===== src/rtl/axis_pkg.sv =====
// Shared AXI-Stream constants: default widths, ID_MODE encodings, arbiter states
// and a constant-function log2 helper.
package axis_pkg;

   localparam int unsigned AXIS_DEF_N    = 4;
   localparam int unsigned AXIS_DEF_DW   = 32;
   localparam int unsigned AXIS_DEF_UW   = 1;
   localparam int unsigned AXIS_DEF_DSTW = 1;
   localparam int unsigned AXIS_DEF_IW   = 4;

   localparam int unsigned ID_MODE_PASS  = 0;
   localparam int unsigned ID_MODE_INDEX = 1;

   typedef enum logic {
      ARB_IDLE = 1'b0,
      ARB_LOCK = 1'b1
   } arb_state_e;

   function automatic int unsigned clog2(input int unsigned v);
      int unsigned r;
      r = 0;
      while ((64'd1 << r) < 64'(v)) r++;
      return r;
   endfunction

endpackage


===== src/rtl/axis_skid_buf.sv =====
// Two-entry AXI-Stream skid buffer: registered output stage plus one overflow entry,
// so s_tready depends only on local state, never on m_tready.
module axis_skid_buf
   import axis_pkg::*;
#(
   parameter int unsigned DW   = AXIS_DEF_DW,
   parameter int unsigned UW   = AXIS_DEF_UW,
   parameter int unsigned DSTW = AXIS_DEF_DSTW,
   parameter int unsigned IW   = AXIS_DEF_IW
) (
   input  logic              clk,
   input  logic              rst,
   input  logic [DW-1:0]     s_tdata,
   input  logic [DW/8-1:0]   s_tkeep,
   input  logic [DW/8-1:0]   s_tstrb,
   input  logic [UW-1:0]     s_tuser,
   input  logic [DSTW-1:0]   s_tdest,
   input  logic [IW-1:0]     s_tid,
   input  logic              s_tlast,
   input  logic              s_tvalid,
   output logic              s_tready,
   output logic [DW-1:0]     m_tdata,
   output logic [DW/8-1:0]   m_tkeep,
   output logic [DW/8-1:0]   m_tstrb,
   output logic [UW-1:0]     m_tuser,
   output logic [DSTW-1:0]   m_tdest,
   output logic [IW-1:0]     m_tid,
   output logic              m_tlast,
   output logic              m_tvalid,
   input  logic              m_tready
);

   localparam int unsigned PW = DW + 2 * (DW / 8) + UW + DSTW + IW + 1;

   logic [PW-1:0] in_w;
   logic [PW-1:0] out_q;
   logic [PW-1:0] skid_q;
   logic          out_v_q;
   logic          skid_v_q;
   logic          push;
   logic          pop;

   assign in_w     = {s_tdata, s_tkeep, s_tstrb, s_tuser, s_tdest, s_tid, s_tlast};
   assign s_tready = !skid_v_q;
   assign push     = s_tvalid && !skid_v_q;
   assign pop      = out_v_q && m_tready;

   assign {m_tdata, m_tkeep, m_tstrb, m_tuser, m_tdest, m_tid, m_tlast} = out_q;
   assign m_tvalid = out_v_q;

   // The output stage only reloads when empty or draining, keeping payload stable under stall.
   always_ff @(posedge clk) begin
      if (rst) begin
         out_q    <= '0;
         skid_q   <= '0;
         out_v_q  <= 1'b0;
         skid_v_q <= 1'b0;
      end else if (!out_v_q || pop) begin
         if (skid_v_q) begin
            out_q    <= skid_q;
            out_v_q  <= 1'b1;
            skid_v_q <= push;
            if (push) skid_q <= in_w;
         end else begin
            out_v_q <= push;
            if (push) out_q <= in_w;
         end
      end else if (push) begin
         skid_q   <= in_w;
         skid_v_q <= 1'b1;
      end
   end

endmodule


===== src/rtl/axis_rr_mux.sv =====
// N-to-1 AXI-Stream multiplexer with packet-level round-robin arbitration and
// a skid-buffered output; the IDLE decision accepts the winner's beat in the same cycle.
module axis_rr_mux
   import axis_pkg::*;
#(
   parameter int unsigned N       = AXIS_DEF_N,
   parameter int unsigned DW      = AXIS_DEF_DW,
   parameter int unsigned UW      = AXIS_DEF_UW,
   parameter int unsigned DSTW    = AXIS_DEF_DSTW,
   parameter int unsigned IW      = AXIS_DEF_IW,
   parameter int unsigned ID_MODE = ID_MODE_INDEX
) (
   input  logic                 clk,
   input  logic                 rst,
   input  logic [N*DW-1:0]      s_tdata,
   input  logic [N*(DW/8)-1:0]  s_tkeep,
   input  logic [N*(DW/8)-1:0]  s_tstrb,
   input  logic [N*UW-1:0]      s_tuser,
   input  logic [N*DSTW-1:0]    s_tdest,
   input  logic [N*IW-1:0]      s_tid,
   input  logic [N-1:0]         s_tvalid,
   input  logic [N-1:0]         s_tlast,
   output logic [N-1:0]         s_tready,
   output logic [DW-1:0]        m_tdata,
   output logic [DW/8-1:0]      m_tkeep,
   output logic [DW/8-1:0]      m_tstrb,
   output logic [UW-1:0]        m_tuser,
   output logic [DSTW-1:0]      m_tdest,
   output logic [IW-1:0]        m_tid,
   output logic                 m_tvalid,
   output logic                 m_tlast,
   input  logic                 m_tready
);

   localparam int unsigned SW = DW / 8;
   localparam int unsigned GW = clog2(N);

   arb_state_e      state_q;
   logic [GW-1:0]   g_q;
   logic [GW-1:0]   win;
   logic [GW-1:0]   cand;
   logic            found;
   logic            buf_ready;
   logic            accept;
   logic [IW-1:0]   sel_tid;

   // In LOCK the owner keeps the grant even while its tvalid is low.
   always_comb begin
      win   = g_q;
      cand  = g_q;
      found = 1'b0;
      if (state_q == ARB_LOCK) begin
         found = 1'b1;
      end else begin
         for (int unsigned k = 1; k <= N; k++) begin
            cand = GW'((32'(g_q) + k) % N);
            if (!found && s_tvalid[cand]) begin
               win   = cand;
               found = 1'b1;
            end
         end
      end
   end

   assign accept = found && buf_ready && s_tvalid[win] && !rst;

   always_comb begin
      s_tready = '0;
      if (found && buf_ready && !rst) s_tready[win] = 1'b1;
   end

   always_ff @(posedge clk) begin
      if (rst) begin
         state_q <= ARB_IDLE;
         g_q     <= GW'(N - 1);
      end else if (accept) begin
         g_q <= win;
         case (state_q)
            ARB_IDLE: if (!s_tlast[win]) state_q <= ARB_LOCK;
            ARB_LOCK: if (s_tlast[win])  state_q <= ARB_IDLE;
            default:                     state_q <= ARB_IDLE;
         endcase
      end
   end

   assign sel_tid = (ID_MODE == ID_MODE_PASS) ? s_tid[win*IW +: IW] : IW'(win);

   axis_skid_buf #(
      .DW   (DW),
      .UW   (UW),
      .DSTW (DSTW),
      .IW   (IW)
   ) u_skid (
      .clk      (clk),
      .rst      (rst),
      .s_tdata  (s_tdata[win*DW +: DW]),
      .s_tkeep  (s_tkeep[win*SW +: SW]),
      .s_tstrb  (s_tstrb[win*SW +: SW]),
      .s_tuser  (s_tuser[win*UW +: UW]),
      .s_tdest  (s_tdest[win*DSTW +: DSTW]),
      .s_tid    (sel_tid),
      .s_tlast  (s_tlast[win]),
      .s_tvalid (accept),
      .s_tready (buf_ready),
      .m_tdata  (m_tdata),
      .m_tkeep  (m_tkeep),
      .m_tstrb  (m_tstrb),
      .m_tuser  (m_tuser),
      .m_tdest  (m_tdest),
      .m_tid    (m_tid),
      .m_tlast  (m_tlast),
      .m_tvalid (m_tvalid),
      .m_tready (m_tready)
   );

endmodule


===== config.mk =====
export PLATFORM = sky130hd
export DESIGN_NAME = axis_rr_mux
export DESIGN_NICKNAME = d
export VERILOG_FILES = /design/src/rtl/axis_pkg.sv /design/src/rtl/axis_skid_buf.sv /design/src/rtl/axis_rr_mux.sv
export SDC_FILE = /design/constraint.sdc
export NUM_CORES = 1
export LEC_CHECK = 0
export CAP_MARGIN = 5
export CORE_MARGIN = 3
export CORE_UTILIZATION = 65
export DETAILED_ROUTE_END_ITERATION = 10
export DONT_BUFFER_PORTS = 1
export PLACE_DENSITY = 0.81
export SLEW_MARGIN = 20
export SYNTH_ARGS = -nofsm -noshare
export SYNTH_HDL_FRONTEND = slang
export SYNTH_SLANG_ARGS = --single-unit

===== constraint.sdc =====
create_clock -name clk -period 4.9 [get_ports clk]
set_input_delay 0.49 -clock clk [delete_from_list [all_inputs] [get_ports clk]]
set_output_delay 0.49 -clock clk [all_outputs]
set_load 0.02 [all_outputs]

### Word-level counts from Yosys, hierarchy flattened

Index checks and enable logic that the tools add are counted.

| storage, ports and cells | value |
|---|---|
| bits in registers | 99 |
| latch bits | 0 |
| memory bits (writable) | 0 |
| ROM bits | 0 |
| output and inout port bits | 52 |
| word-level logic and storage cells | 80 |
| memories | 0 |

| cells by class | value |
|---|---|
| add/sub/neg operators | 4 |
| $mul | 0 |
| div/mod/pow operators | 0 |
| magnitude comparators | 6 |
| equality and inequality tests | 1 |
| shifts and indexed selects | 5 |
| multiplexer cells | 38 |
| bitwise logic cells | 0 |
| reductions and logical operators | 20 |

Operators by type and width:

| operator | number |
|---|---|
| 2-to-1 mux 47 bit | 5 |
| variable part select 128 x 8 -> 32 bit | 1 |
| variable part select 16 x 5 -> 4 bit | 2 |
| 2-to-1 mux 1 bit | 20 |
| less-than comparator 2 x 3 -> 1 bit (second input constant) | 5 |
| binary-select mux 1 bit (select 2 bit) | 6 |
| logical AND 1 bit | 10 |
| 2-to-1 mux 2 bit | 5 |
| variable part select 4 x 3 -> 1 bit | 2 |
| logical NOT 1 bit | 6 |
| adder 2 x 1 -> 2 bit (second input constant) | 2 |
| adder 2 bit (second input constant) | 2 |
| 2-to-1 mux 4 bit | 1 |
| nonzero test 2 bit | 2 |
| demux 1 bit (select 2 bit) | 1 |
| greater-or-equal comparator 2 x 1 -> 1 bit (second input constant) | 1 |
| != test 2 x 1 -> 1 bit (second input constant) | 1 |
| AND reduction 2 bit | 1 |
| logical OR 1 bit | 1 |

### Depth between registers and ports, before layout

Gate-level depths: netlist of run 1.

| logic depth | value |
|---|---|
| depth in word-level cells | 25 |
| mapped depth | 13 |
| gate-level depth less buffers | 8 |

### Modules after synthesis

Synthesis of run 1 repeated with hierarchy kept, for this count alone.

| unflattened totals | value |
|---|---|
| cell total of the unflattened synthesis | 662 |
| area, all modules | 6033.3 um^2 |

Modules (own cells, without submodules):

| module | instances | cells an instance | area each (um^2) |
|---|---|---|---|
| axis_skid_buf | 1 | 430 | 4012.6 |
| axis_rr_mux | 1 | 232 | 2020.7 |

### Least setup slack after synthesis of run 1

Ideal clock, no wire load.

| path | value |
|---|---|
| path type | input to output |
| start point | input s_tvalid[1] |
| end point | output s_tready[0] |
| arrival | 2535 ps |
| required time | 4410 ps |
| path slack | 1875 ps |
| cell stages on the path | 8 |
| buffers on the path | 3 |
| cell sequence | clkbuf_1 -> o21ba_2 -> a31oi_1 -> or3_1 -> a21o_1 -> clkbuf_1 -> clkbuf_1 -> nor3_1 |

| between the ends | value |
|---|---|
| cells in the longest elaborated chain, start to end | 21 |
| elaborated cells on any way between the ends | 35 |

RTL lines:

| element | RTL line | RTL |
|---|---|---|
| from (decl) | axis_rr_mux.sv:21 | `input logic [N-1:0] s_tvalid,` |
| binary-select mux 1 bit (select 2 bit) | axis_rr_mux.sv:57 | `if (!found && s_tvalid[cand]) begin` |
| 2-to-1 mux 1 bit (not written as such) | axis_rr_mux.sv:57 |  |
| 2-to-1 mux 1 bit | axis_rr_mux.sv:57 |  |
| 2-to-1 mux 1 bit | axis_rr_mux.sv:52 | `if (state_q == ARB_LOCK) begin` |
| logical NOT 1 bit | axis_rr_mux.sv:57 |  |
| logical AND 1 bit | axis_rr_mux.sv:57 |  |
| 2-to-1 mux 1 bit | axis_rr_mux.sv:57 |  |
| 2-to-1 mux 1 bit | axis_rr_mux.sv:52 |  |
| (+5 left out) | n/a |  |
| logical AND 1 bit | axis_rr_mux.sv:57 |  |
| 2-to-1 mux 2 bit | axis_rr_mux.sv:57 |  |
| 2-to-1 mux 2 bit | axis_rr_mux.sv:52 |  |
| less-than comparator 2 x 3 -> 1 bit (not written as such) / greater-or-equal comparator 2 x 1 -> 1 bit (equally long branches) | axis_rr_mux.sv:69 | `if (found && buf_ready && !rst) s_tready[win] = 1'b1;` |
| logical AND 1 bit (not written as such) | axis_rr_mux.sv:69 |  |
| 2-to-1 mux 1 bit (not written as such) | axis_rr_mux.sv:69 |  |
| demux 1 bit (select 2 bit) | axis_rr_mux.sv:69 |  |
| 2-to-1 mux 4 bit (*) | axis_rr_mux.sv:69 |  |
| to (decl) | axis_rr_mux.sv:23 | `output logic [N-1:0] s_tready,` |

Mark *: on every way between the ends. The rest lies on a longest branch, timed or not. The select of a mux whose other input is x is not followed.

### Worst setup path in the final report of run 1

| path | value |
|---|---|
| start point | register g_q[0] |
| end point | output s_tready[2] |

| between the ends | value |
|---|---|
| cells in the longest elaborated chain, start to end | 22 |
| elaborated cells on any way between the ends | 39 |

RTL lines:

| element | RTL line | RTL |
|---|---|---|
| from (decl) | axis_rr_mux.sv:39 | `logic [GW-1:0] g_q;` |
| from (signal assigned) | axis_rr_mux.sv:75 | `g_q <= GW'(N - 1);` |
| from (signal assigned) | axis_rr_mux.sv:77 | `g_q <= win;` |
| adder 2 x 1 -> 2 bit | axis_rr_mux.sv:56 | `cand = GW'((32'(g_q) + k) % N);` |
| binary-select mux 1 bit (select 2 bit) | axis_rr_mux.sv:57 |  |
| 2-to-1 mux 1 bit (not written as such) | axis_rr_mux.sv:57 |  |
| 2-to-1 mux 1 bit | axis_rr_mux.sv:57 |  |
| 2-to-1 mux 1 bit | axis_rr_mux.sv:52 |  |
| logical NOT 1 bit | axis_rr_mux.sv:57 |  |
| logical AND 1 bit | axis_rr_mux.sv:57 |  |
| 2-to-1 mux 1 bit | axis_rr_mux.sv:57 |  |
| (+6 left out) | n/a |  |
| logical AND 1 bit | axis_rr_mux.sv:57 |  |
| 2-to-1 mux 2 bit | axis_rr_mux.sv:57 |  |
| 2-to-1 mux 2 bit | axis_rr_mux.sv:52 |  |
| less-than comparator 2 x 3 -> 1 bit (not written as such) / greater-or-equal comparator 2 x 1 -> 1 bit (equally long branches) | axis_rr_mux.sv:69 |  |
| logical AND 1 bit (not written as such) | axis_rr_mux.sv:69 |  |
| 2-to-1 mux 1 bit (not written as such) | axis_rr_mux.sv:69 |  |
| demux 1 bit (select 2 bit) | axis_rr_mux.sv:69 |  |
| 2-to-1 mux 4 bit (*) | axis_rr_mux.sv:69 |  |

Marks and branches as above.

==> results.tsv, run 1 <==
metric	value	unit
post-CTS setup buffer count	0	
GRT busiest layer	met2	
clock sinks	95	
GRT Util Overall	0.264	
DR vias	4558	
VDD IR max	0.623	mV
Final GP Congestion	0.826	
commonest cells after routing, fill and taps aside	95 x dfxtp_1, 90 x mux2i_1, 78 x nand2b_1, 58 x nor2_1, 52 x mux2_2	
die area	10200	µm²
Fin. Hold Viols	0	
CP required	4410	ps
layout cells sized above 1	0.179	
CP startpoint	g_q[0]$_SDFFE_PP1P_	
Finished Cell Area	5930	µm²
Crit Path Max Fanout	90	
Crit Path Category	flop to primary output	
R2R Setup Slk	1360	ps
Worst-Margin Slew	990	ps
TritonCTS clock tree	done	
EDFF count, synth	0	
antenna diode count	0	
Clock Skew	6.61	ps
Slew Viols, Final	0	
Clock transition at path regs	90	ps
Starting Density	0.691	
commonest non-fill, non-tap cell in the layout	dfxtp_1	
Final #Nets	782	
cell area power density	695	nW/µm²
Hold Buf Count CTS	0	
Netlist cell types	47	
Finished Core Util	0.701	
Fill cells	646	
met1 usage	0.282	
clock latency on the worst-skew pair	350	ps
HPWL Detailed	9350	µm
met2 global-route usage	0.496	
DR WL/cell	19.8	µm
RSZ-0062 raised after global routing	no	
Ports	247	
Max-slew headroom	0.338	
status	completed	
root buf cell	clkbuf_8	
worst hold path type	input port to flop	
Die X	101	µm
largest net degree at the start of global routing	97	
drt pass-1 iters	5	
Antenna Nets Post-Route	0	
Final setup viols	0	
crit path DAT	3380	ps
Final min period	3870	ps
#FFs+latches synth	95	
leakage	2.14	nW
Longest Clk Path Bufs	2	
ys flop type	dfxtp_1	
global routing usage on met3	0.0789	
Routed WL	13800	µm
Startpoint Class	flop	
CTS resizes	0	
max cap viols	0	
Netlist Area Pre-Place	5850	µm²
initial antenna violation count	0	
asr flop ratio synth	0	
Avg Inst Size Synth	9.27	µm²
H-tree depth	3	
post-synthesis sequential area ratio	0.325	
critical path capture point type	primary output	
Die H	101	µm
hold path startpoint	rst	
Iteration-0 DRC Markers	153	
first-pass GRT wire length	21600	µm
Buffers on Ports	0	
Vias/cell	6.54	
gr ovfl total	0	
Total Power	4.12	mW
fmax	258	MHz
crit share post-route	0.790	
number of buffers created by CTS	9	
worst hold margin	231	ps
Area Growth Syn to Fin	1.39	%
Rows	33	
DP Area	5720	µm²
vias in the first global route	4577	
Syn Inst Count	631	
Yosys Warn Count	0	
# DRC	0	
worst r2r src	g_q[0]$_SDFFE_PP1P_	
TNS Setup	0	ps
total core area	8460	µm²
synthesized netlist by cell type, types with 2 or more instances:
cell type | number | share of area
o21ai_0 | 5 | 0.0043
a21oi_1 | 44 | 0.038
nor2_1 | 58 | 0.037
o211ai_1 | 2 | 0.0026
or3b_2 | 2 | 0.0030
a2111oi_1 | 19 | 0.033
a2111oi_0 | 2 | 0.0030
dfxtp_1 | 95 | 0.33
and3_1 | 2 | 0.0021
mux2_2 | 52 | 0.10
nand2_1 | 8 | 0.0051
inv_1 | 13 | 0.0083
o22ai_1 | 3 | 0.0032
clkbuf_1 | 33 | 0.021
a211oi_1 | 2 | 0.0026
nor3_1 | 48 | 0.041
nand2b_1 | 78 | 0.083
mux2i_1 | 90 | 0.15
buf_6 | 4 | 0.0077
and2_1 | 2 | 0.0021
buf_4 | 15 | 0.019
buf_2 | 8 | 0.0068
a2111oi_2 | 22 | 0.056
final timing paths:
kind                            cells past startpoint                        endpoint
worst min-delay path                                1  u_skid.skid_q[42]$_SDFFE_PP0P_
worst max register to register                      9   u_skid.out_q[19]$_SDFFE_PP0P_
worst max-delay path                                7                     s_tready[2]
worst min register to register                      2   u_skid.skid_q[5]$_SDFFE_PP0P_
per-stage QoR:
stage / setup WS, ps / cells
final: 1030 / 697
after global routing: 811 / 697
after CTS: 1020 / 697
after detailed placement: 1410 / 681
after global placement: 1470 / 681
after floorplan: 1870 / 632
layout make-up:
| type | count | area [µm²] | share of cell area |
|---|---|---|---|
| Clock buffer | 12 | 145 | 0.0245 |
| Clock inverter | 4 | 53.8 | 0.00907 |
| Tap cell | 105 | 131 | 0.0222 |
| Sequential cell | 95 | 1900 | 0.321 |
| Inverter | 13 | 48.8 | 0.00823 |
| Timing Repair Buffer | 5 | 50.0 | 0.00844 |
| Multi-Input combinational cell | 463 | 3600 | 0.607 |
registers in the layout (all words and copies together) (netlist names):
register / flops
u_skid.skid_v_q: 1
u_skid.out_q: 45
u_skid.m_tvalid: 1
u_skid.skid_q: 45
state_q: 1
g_q: 2
where the power goes:
group	switching, mW	total (mW)	internal [mW]	leakage (nW)
Clock	0.269	0.521	0.253	0.0932
Sequential	0.407	1.40	0.992	0.775
Combinational	1.12	2.20	1.08	1.27
Total	1.79	4.12	2.33	2.14
per-layer routing:
metal / part of all wire / routed length (µm) / vias to the layer above
li1: - / - / 2174
met1: 0.38 / 5190 / 2187
met2: 0.54 / 7410 / 187
met3: 0.075 / 1040 / 10
met4: 0.011 / 150 / 0
met5: 0 / 0 / -
cell families (layout without fill, tap and decap cells):
family / Yosys count / after routing / share of synthesized area
AOI/OAI and AO/OA: 111 / 111 / 0.163
buffers and inverters: 74 / 34 / 0.0640
DFF: 95 / 95 / 0.325
muxes: 144 / 144 / 0.261
other: 1 / 2 / 0.000641
and+or+nand+nor: 206 / 206 / 0.187
critical path, stage by stage, from the launching register on:
cell and delay (ps):
dfxtp_1 650, mux4_2 570, nor2_1 240, a31oi_4 80, o221ai_4 250, buf_12 500, inv_1 190, nor3_1 550
Power figures use the tool's default switching activity.
==> run 2: changes to the inputs <==
--- a/config.mk
+++ b/config.mk
@@ -7,10 +7,10 @@
 export LEC_CHECK = 0
 export CAP_MARGIN = 5
 export CORE_MARGIN = 3
-export CORE_UTILIZATION = 65
+export CORE_UTILIZATION = 58
 export DETAILED_ROUTE_END_ITERATION = 10
 export DONT_BUFFER_PORTS = 1
-export PLACE_DENSITY = 0.81
+export PLACE_DENSITY = 0.76
 export SLEW_MARGIN = 20
 export SYNTH_ARGS = -nofsm -noshare
 export SYNTH_HDL_FRONTEND = slang
==> constraint.sdc (replaced) <==
create_clock -name clk -period 3.5 [get_ports clk]
set_input_delay 0.35 -clock clk [delete_from_list [all_inputs] [get_ports clk]]
set_output_delay 0.35 -clock clk [all_outputs]
set_load 0.02 [all_outputs]
==> results.tsv, run 2 (synthesis results as in run 1) <==
metric	value	unit	change
status	completed		
critical path capture point type	flop		
first-pass GRT wire length	22400	µm	+3.5%
clock latency on the worst-skew pair	360	ps	about the same
slowest CP cell	mux4_2		
Finished Layout Cells	728		+4.4%
max cap viols	0		unchanged
Final #Nets	786		+0.51%
vias in the first global route	4563		-0.31%
antenna diode count	0		unchanged
largest net degree at the start of global routing	97		unchanged
crit path DAT	3430	ps	+50 ps
Final min period	3190	ps	
Clock transition at path regs	90	ps	about the same
Routed WL	13900	µm	+1.0%
initial antenna violation count	0		unchanged
HPWL Detailed	9500	µm	+1.6%
cell area power density	976	nW/µm²	+41%
Crit Path Max Fanout	52		-42%
RSZ-0062 raised after global routing	no		
# DRC	0		unchanged
drt pass-1 iters	4		-1
commonest non-fill, non-tap cell in the layout	dfxtp_1		
Starting Density	0.598		-0.0926
worst hold path type	input port to flop		
Rows	36		+9.1%
leakage	2.18	nW	+2.1%
total core area	9770	µm²	+15%
Fin. Hold Viols	0		unchanged
DR vias	4639		+1.8%
DR WL/cell	19.1	µm	-3.3%
placed cell count	713		+4.7%
TNS Setup	0	ps	unchanged
Crit Path Category	flop to flop		
slowest stage delay, CP	540	ps	-110 ps
clock sinks	95		unchanged
Area Growth Syn to Fin	3.53	%	
Hold Buf Count CTS	0		unchanged
Die X	106	µm	+5.5%
layout cells sized above 1	0.185		+0.00582
Total Power	5.91	mW	+43%
Clock Skew	7.52	ps	+0.904 ps
Final setup viols	0		unchanged
H-tree depth	3		unchanged
Top Registers	u_skid.out_q: 45 flops, u_skid.skid_q: 45 flops, g_q: 2 flops		
Longest Clk Path Bufs	2		unchanged
fmax	313	MHz	
Startpoint Class	flop		
Max-slew headroom	0.334		-0.00404
Final GP Congestion	0.838		+1.5%
Antenna Nets Post-Route	0		unchanged
crit share post-route	0.913		
die area	11300	µm²	+11%
number of buffers created by CTS	9		unchanged
GRT Util Overall	0.242		-0.0225
CP required	3740	ps	-670 ps
Ports	247		unchanged
root buf cell	clkbuf_8		
VDD IR max	0.486	mV	-22%
Die H	106	µm	+5.5%
commonest cells after routing, fill and taps aside	94 x dfxtp_1, 90 x mux2i_1, 78 x nand2b_1, 58 x nor2_1, 52 x mux2_2		
Slew Viols, Final	0		unchanged
worst-path cell chain	mux4_2, nor2_1, a31oi_4, o221ai_4, mux2_4, nor2_4, buf_12, nor3_1, a2111oi_1		
Worst-Margin Slew	999	ps	+9.57 ps
Buffers on Ports	0		unchanged
TritonCTS clock tree	done		
Vias/cell	6.37		-2.6%
gr ovfl total	0		unchanged
Iteration-0 DRC Markers	220		+44%
==> run 2: repair_timing <==
item,CTS,global route
setup buffers,0,0
resized for setup,0,1
setup endpoints to repair,0,11
==> run 2: layout make-up <==
class	instances	area, µm²
fill	820	3720
multi-input combinational	463	3590
sequential	95	1900
tap	133	166
timing repair buffer	9	155
clock buffer	12	145
inverter	13	48.8
clock inverter	3	43.8
==> run 2: metrics by stage <==
| stage | worst slack (ps) | utilization | instance area [µm²] | hold slack [ps] |
|---|---|---|---|---|
| after global routing | 61.5 | 0.619 | 6050 | 32.9 |
| after detailed placement | 225 | 0.600 | 5860 | 438 |
| after floorplan | 619 | - | 5850 | 450 |
| after CTS | 146 | 0.619 | 6050 | 31.6 |
| after global placement | 315 | 0.600 | 5860 | 436 |
| final | 305 | 0.619 | 6050 | 63.5 |
==> run 2: path summary, 6_finish.rpt <==
path | to | cells past startpoint | slack, ps | from
worst min-delay path | state_q$_SDFFE_PP0P_ | 1 | 60 | rst
worst max register to register | u_skid.out_q[19]$_SDFFE_PP0P_ | 9 | 310 | g_q[0]$_SDFFE_PP1P_
worst max-delay path | u_skid.out_q[19]$_SDFFE_PP0P_ | 9 | 310 | g_q[0]$_SDFFE_PP1P_
worst min register to register | u_skid.skid_q[15]$_SDFFE_PP0P_ | 2 | 470 | u_skid.skid_q[15]$_SDFFE_PP0P_
==> run 2: metal layers <==
layer  track usage  up-vias  routed length, µm
met5             0        -                  0
met4        0.0731        0                135
met3        0.0680       11               1070
met2         0.430      207               6970
met1         0.282     2225               5760
li1              -     2196                  -
==> run 2: power breakdown <==
group	leakage (nW)	internal, mW	switching [mW]
registers	0.775	1.39	0.570
logic	1.31	1.62	1.61
clock network	0.0964	0.347	0.374
total	2.18	3.35	2.56
==> run 2: critical path, delay by kind of cell, from the launching register on <==
kind                   cells  cell delay [ps]
AND/OR/NAND/NOR            3              520
flip-flops                 1              500
buffers and inverters      1              290
AO/OA/AOI/OAI              3              780
multiplexers               2              940
==> run 3: changes to the inputs <==
--- a/config.mk
+++ b/config.mk
@@ -7,11 +7,13 @@
 export LEC_CHECK = 0
 export CAP_MARGIN = 5
 export CORE_MARGIN = 3
-export CORE_UTILIZATION = 58
+export CORE_UTILIZATION = 60
+export CTS_BUF_LIST = sky130_fd_sc_hd__clkbuf_4 sky130_fd_sc_hd__clkbuf_8
 export DETAILED_ROUTE_END_ITERATION = 10
 export DONT_BUFFER_PORTS = 1
-export PLACE_DENSITY = 0.76
+export PLACE_DENSITY = 0.79
 export SLEW_MARGIN = 20
 export SYNTH_ARGS = -nofsm -noshare
 export SYNTH_HDL_FRONTEND = slang
+export SYNTH_HIERARCHICAL = 1
 export SYNTH_SLANG_ARGS = --single-unit
==> results.tsv, run 3 <==
metric	value	unit	change
global routing usage on met3	0.0510		-0.0170
asr flop ratio synth	0		unchanged
Die H	106	µm	-0.13%
total core area	9500	µm²	-2.8%
die area	11300	µm²	-0.26%
first-pass GRT wire length	23500	µm	+5.2%
DR WL/cell	19.9	µm	+3.9%
initial antenna violation count	0		unchanged
H-tree depth	3		unchanged
Antenna Nets Post-Route	0		unchanged
met1 usage	0.294		+0.0122
vias in the first global route	4720		+3.4%
gr ovfl total	0		unchanged
most numerous cell in the Yosys netlist	mux2i_1		
layout cells sized above 1	0.123		-0.0618
status	completed		
Slew Viols, Final	0		unchanged
total net switching power	3.06	mW	+20%
leakage	2.33	nW	+6.8%
antenna diode count	0		unchanged
Yosys Warn Count	6		+6
internal power	3.45	mW	+2.9%
Avg Inst Size Synth	9.11	µm²	-1.7%
GRT Util Overall	0.257		+0.0149
Sequential Area	1980	µm²	+4.3%
CP startpoint	g_q[0]$_SDFFE_PP1P_		
sequential share of power	0.315		-0.016
Clk pwr share	0.121		about the same
CTS resizes	0		unchanged
largest net degree at the start of global routing	101		+4.1%
VDD IR max	0.769	mV	+58%
Yosys top cell by area	dfxtp_1		
Longest Clk Path Bufs	2		unchanged
Clock Skew	21.1	ps	+13.6 ps
Vias/cell	6.30		-1.2%
Min-Delay Path Depth	1		unchanged
worst r2r src	g_q[0]$_SDFFE_PP1P_		
Netlist Area Pre-Place	6030	µm²	+3.2%
fmax	308	MHz	-1.6%
Final #Nets	824		+4.8%
Area Growth Syn to Fin	3.46	%	about the same
cell area power density	1040	nW/µm²	+6.8%
Ports	247		unchanged
Netlist cell types	49		+4.3%
EDFF count, synth	0		unchanged
worst hold path type	input port to flop		
crit share post-route	0.928		+0.0152
Crit Path Category	flop to flop		
root buf cell	clkbuf_8		
DR vias	4805		+3.6%
placed cell count	747		+4.8%
Buffers on Ports	0		unchanged
Worst-Margin Slew	848	ps	-151 ps
commonest cells after routing, fill and taps aside	179 x mux2i_1, 99 x nand2_1, 98 x a21oi_1, 97 x dfxtp_1, 30 x a211oi_2		
Final setup viols	0		unchanged
Rows	35		-2.8%
CP required	3770	ps	+30 ps
Fin. Hold Viols	0		unchanged
Iteration-0 DRC Markers	341		+55%
Final GP Congestion	0.814		-2.9%
critical path capture point type	flop		
share of the synthesized area in the top cell type	0.328		+0.00329
Multi-input gate area	3700	µm²	+3.1%
commonest non-fill, non-tap cell in the layout	mux2i_1		
Finished Layout Cells	763		+4.8%
Synth Area in Simple Gates	0.112		-0.0750
GRT busiest layer	met2		
Crit Path Max Fanout	24		-54%
Fill cells	799		-2.6%
Synth Area in XOR/XNOR	0.00456		+0.00456
clock sinks	99		+4.2%
drt pass-1 iters	4		unchanged
Die X	106	µm	-0.13%
Synth area leaders	dfxtp_1 33%, mux2i_1 30%, a21oi_1 8.1%		
post-synthesis sequential area ratio	0.328		+0.00329
TritonCTS clock tree	done		
Top Registers	u_skid/out_q: 47 flops, u_skid/skid_q: 47 flops, g_q: 2 flops		
clock latency on the worst-skew pair	370	ps	about the same
post-CTS setup buffer count	0		unchanged
Final min period	3250	ps	+53.3 ps
worst r2r path cells	11		+2
crit path DAT	3520	ps	+90 ps
RSZ-0062 raised after global routing	no		
multiplexer share of the synthesized area	0.302		+0.0418
Comb pwr share	0.565		+0.018
# DRC	0		unchanged
Syn Inst Count	662		+4.9%
Post-Synth Adder-Cell Area	0		unchanged
met2 global-route usage	0.467		+0.0376
ys flop type	dfxtp_1		
#FFs+latches synth	99		+4.2%
max cap viols	0		unchanged
main combinational cell family by area after synthesis	multiplexers		
TNS Setup	0	ps	unchanged
synth cell count leaders	180 x mux2i_1, 99 x dfxtp_1, 99 x nand2_1		
Routed WL	15200	µm	+8.9%
hold path startpoint	rst		
Synth Area in Compound Gates	0.188		+0.0255
sw frac	0.470		+0.0370
Clock transition at path regs	100	ps	about the same
number of buffers created by CTS	9		unchanged
Starting Density	0.635		+0.0366
Startpoint Class	flop		
HPWL Detailed	10500	µm	+10%
Max-slew headroom	0.435		+0.101
Hold Buf Count CTS	0		unchanged
==> run 3: changes by cell type after synthesis, sizes merged, moves of 43 or more <==
cell     previous run  this run
a2111oi            43         0
a211oi              2        47
a21oi              44        98
mux2               53         2
mux2i              90       180
nand2               8        99
nand2b             78         3
nor2               59        13
nor3               49         5
==> run 3: critical path: stages (launching register included) <==
cell,delay (ps)
dfxtp_2,430
mux2_1,350
nor4b_2,310
o31ai_1,210
mux2i_4,240
a311o_1,350
o211ai_1,130
inv_1,130
or2_2,310
and2_2,180
buf_4,240
a211oi_1,270
==> run 3: area by class of cell <==
class,instances,share of cell area
Clock buffer,12,0.0255
Sequential cell,99,0.318
Tap cell,129,0.0259
Clock inverter,4,0.00902
Inverter,5,0.00301
Timing Repair Buffer,18,0.0257
Multi-Input combinational cell,496,0.593
==> run 3: final timing paths <==
check	slack (ps)	to
max reg2reg	250	u_skid/out_q[31]$_SDFFE_PP0P_
min reg2reg	460	u_skid/skid_q[1]$_SDFFE_PP0P_
min	40	u_skid/out_q[2]$_SDFFE_PP0P_
max	250	u_skid/out_q[31]$_SDFFE_PP0P_
==> run 3: power groups by stage <==
stage / logic (mW) / registers, mW / clock network, mW
2_1_floorplan: 3.18 / 1.96 / 0
3_3_place_gp: 3.51 / 2.07 / 0
3_5_place_dp: 3.65 / 2.08 / 0
4_1_cts: 3.68 / 2.05 / 0.800
5_1_grt: 4.00 / 2.09 / 0.856
6_report: 3.67 / 2.05 / 0.786
==> run 3: stage by stage <==
step	power (mW)	hold slack, ps	area (µm²)	setup WS (ps)	util
6_report	6.51	43.9	6240	252	0.657
5_1_grt	6.94	20.9	6240	88.4	0.657
4_1_cts	6.53	32.4	6240	29.9	0.656
3_5_place_dp	5.73	430	6020	65.5	0.634
3_3_place_gp	5.57	435	6020	125	0.634
2_1_floorplan	5.14	436	6040	636	-
==> run 3: cells by family after synthesis <==
group,after synthesis
AO/OA/AOI/OAI,163
XOR/XNOR,1
buffers and inverters,70
flip-flops,99
multiplexers,182
other,1
AND/OR/NAND/NOR,146
==> run 3: layer usage <==
layer	share of wire	up-vias
li1	-	2320
met2	0.52	175
met5	0	-
met1	0.40	2282
met3	0.061	28
met4	0.024	0
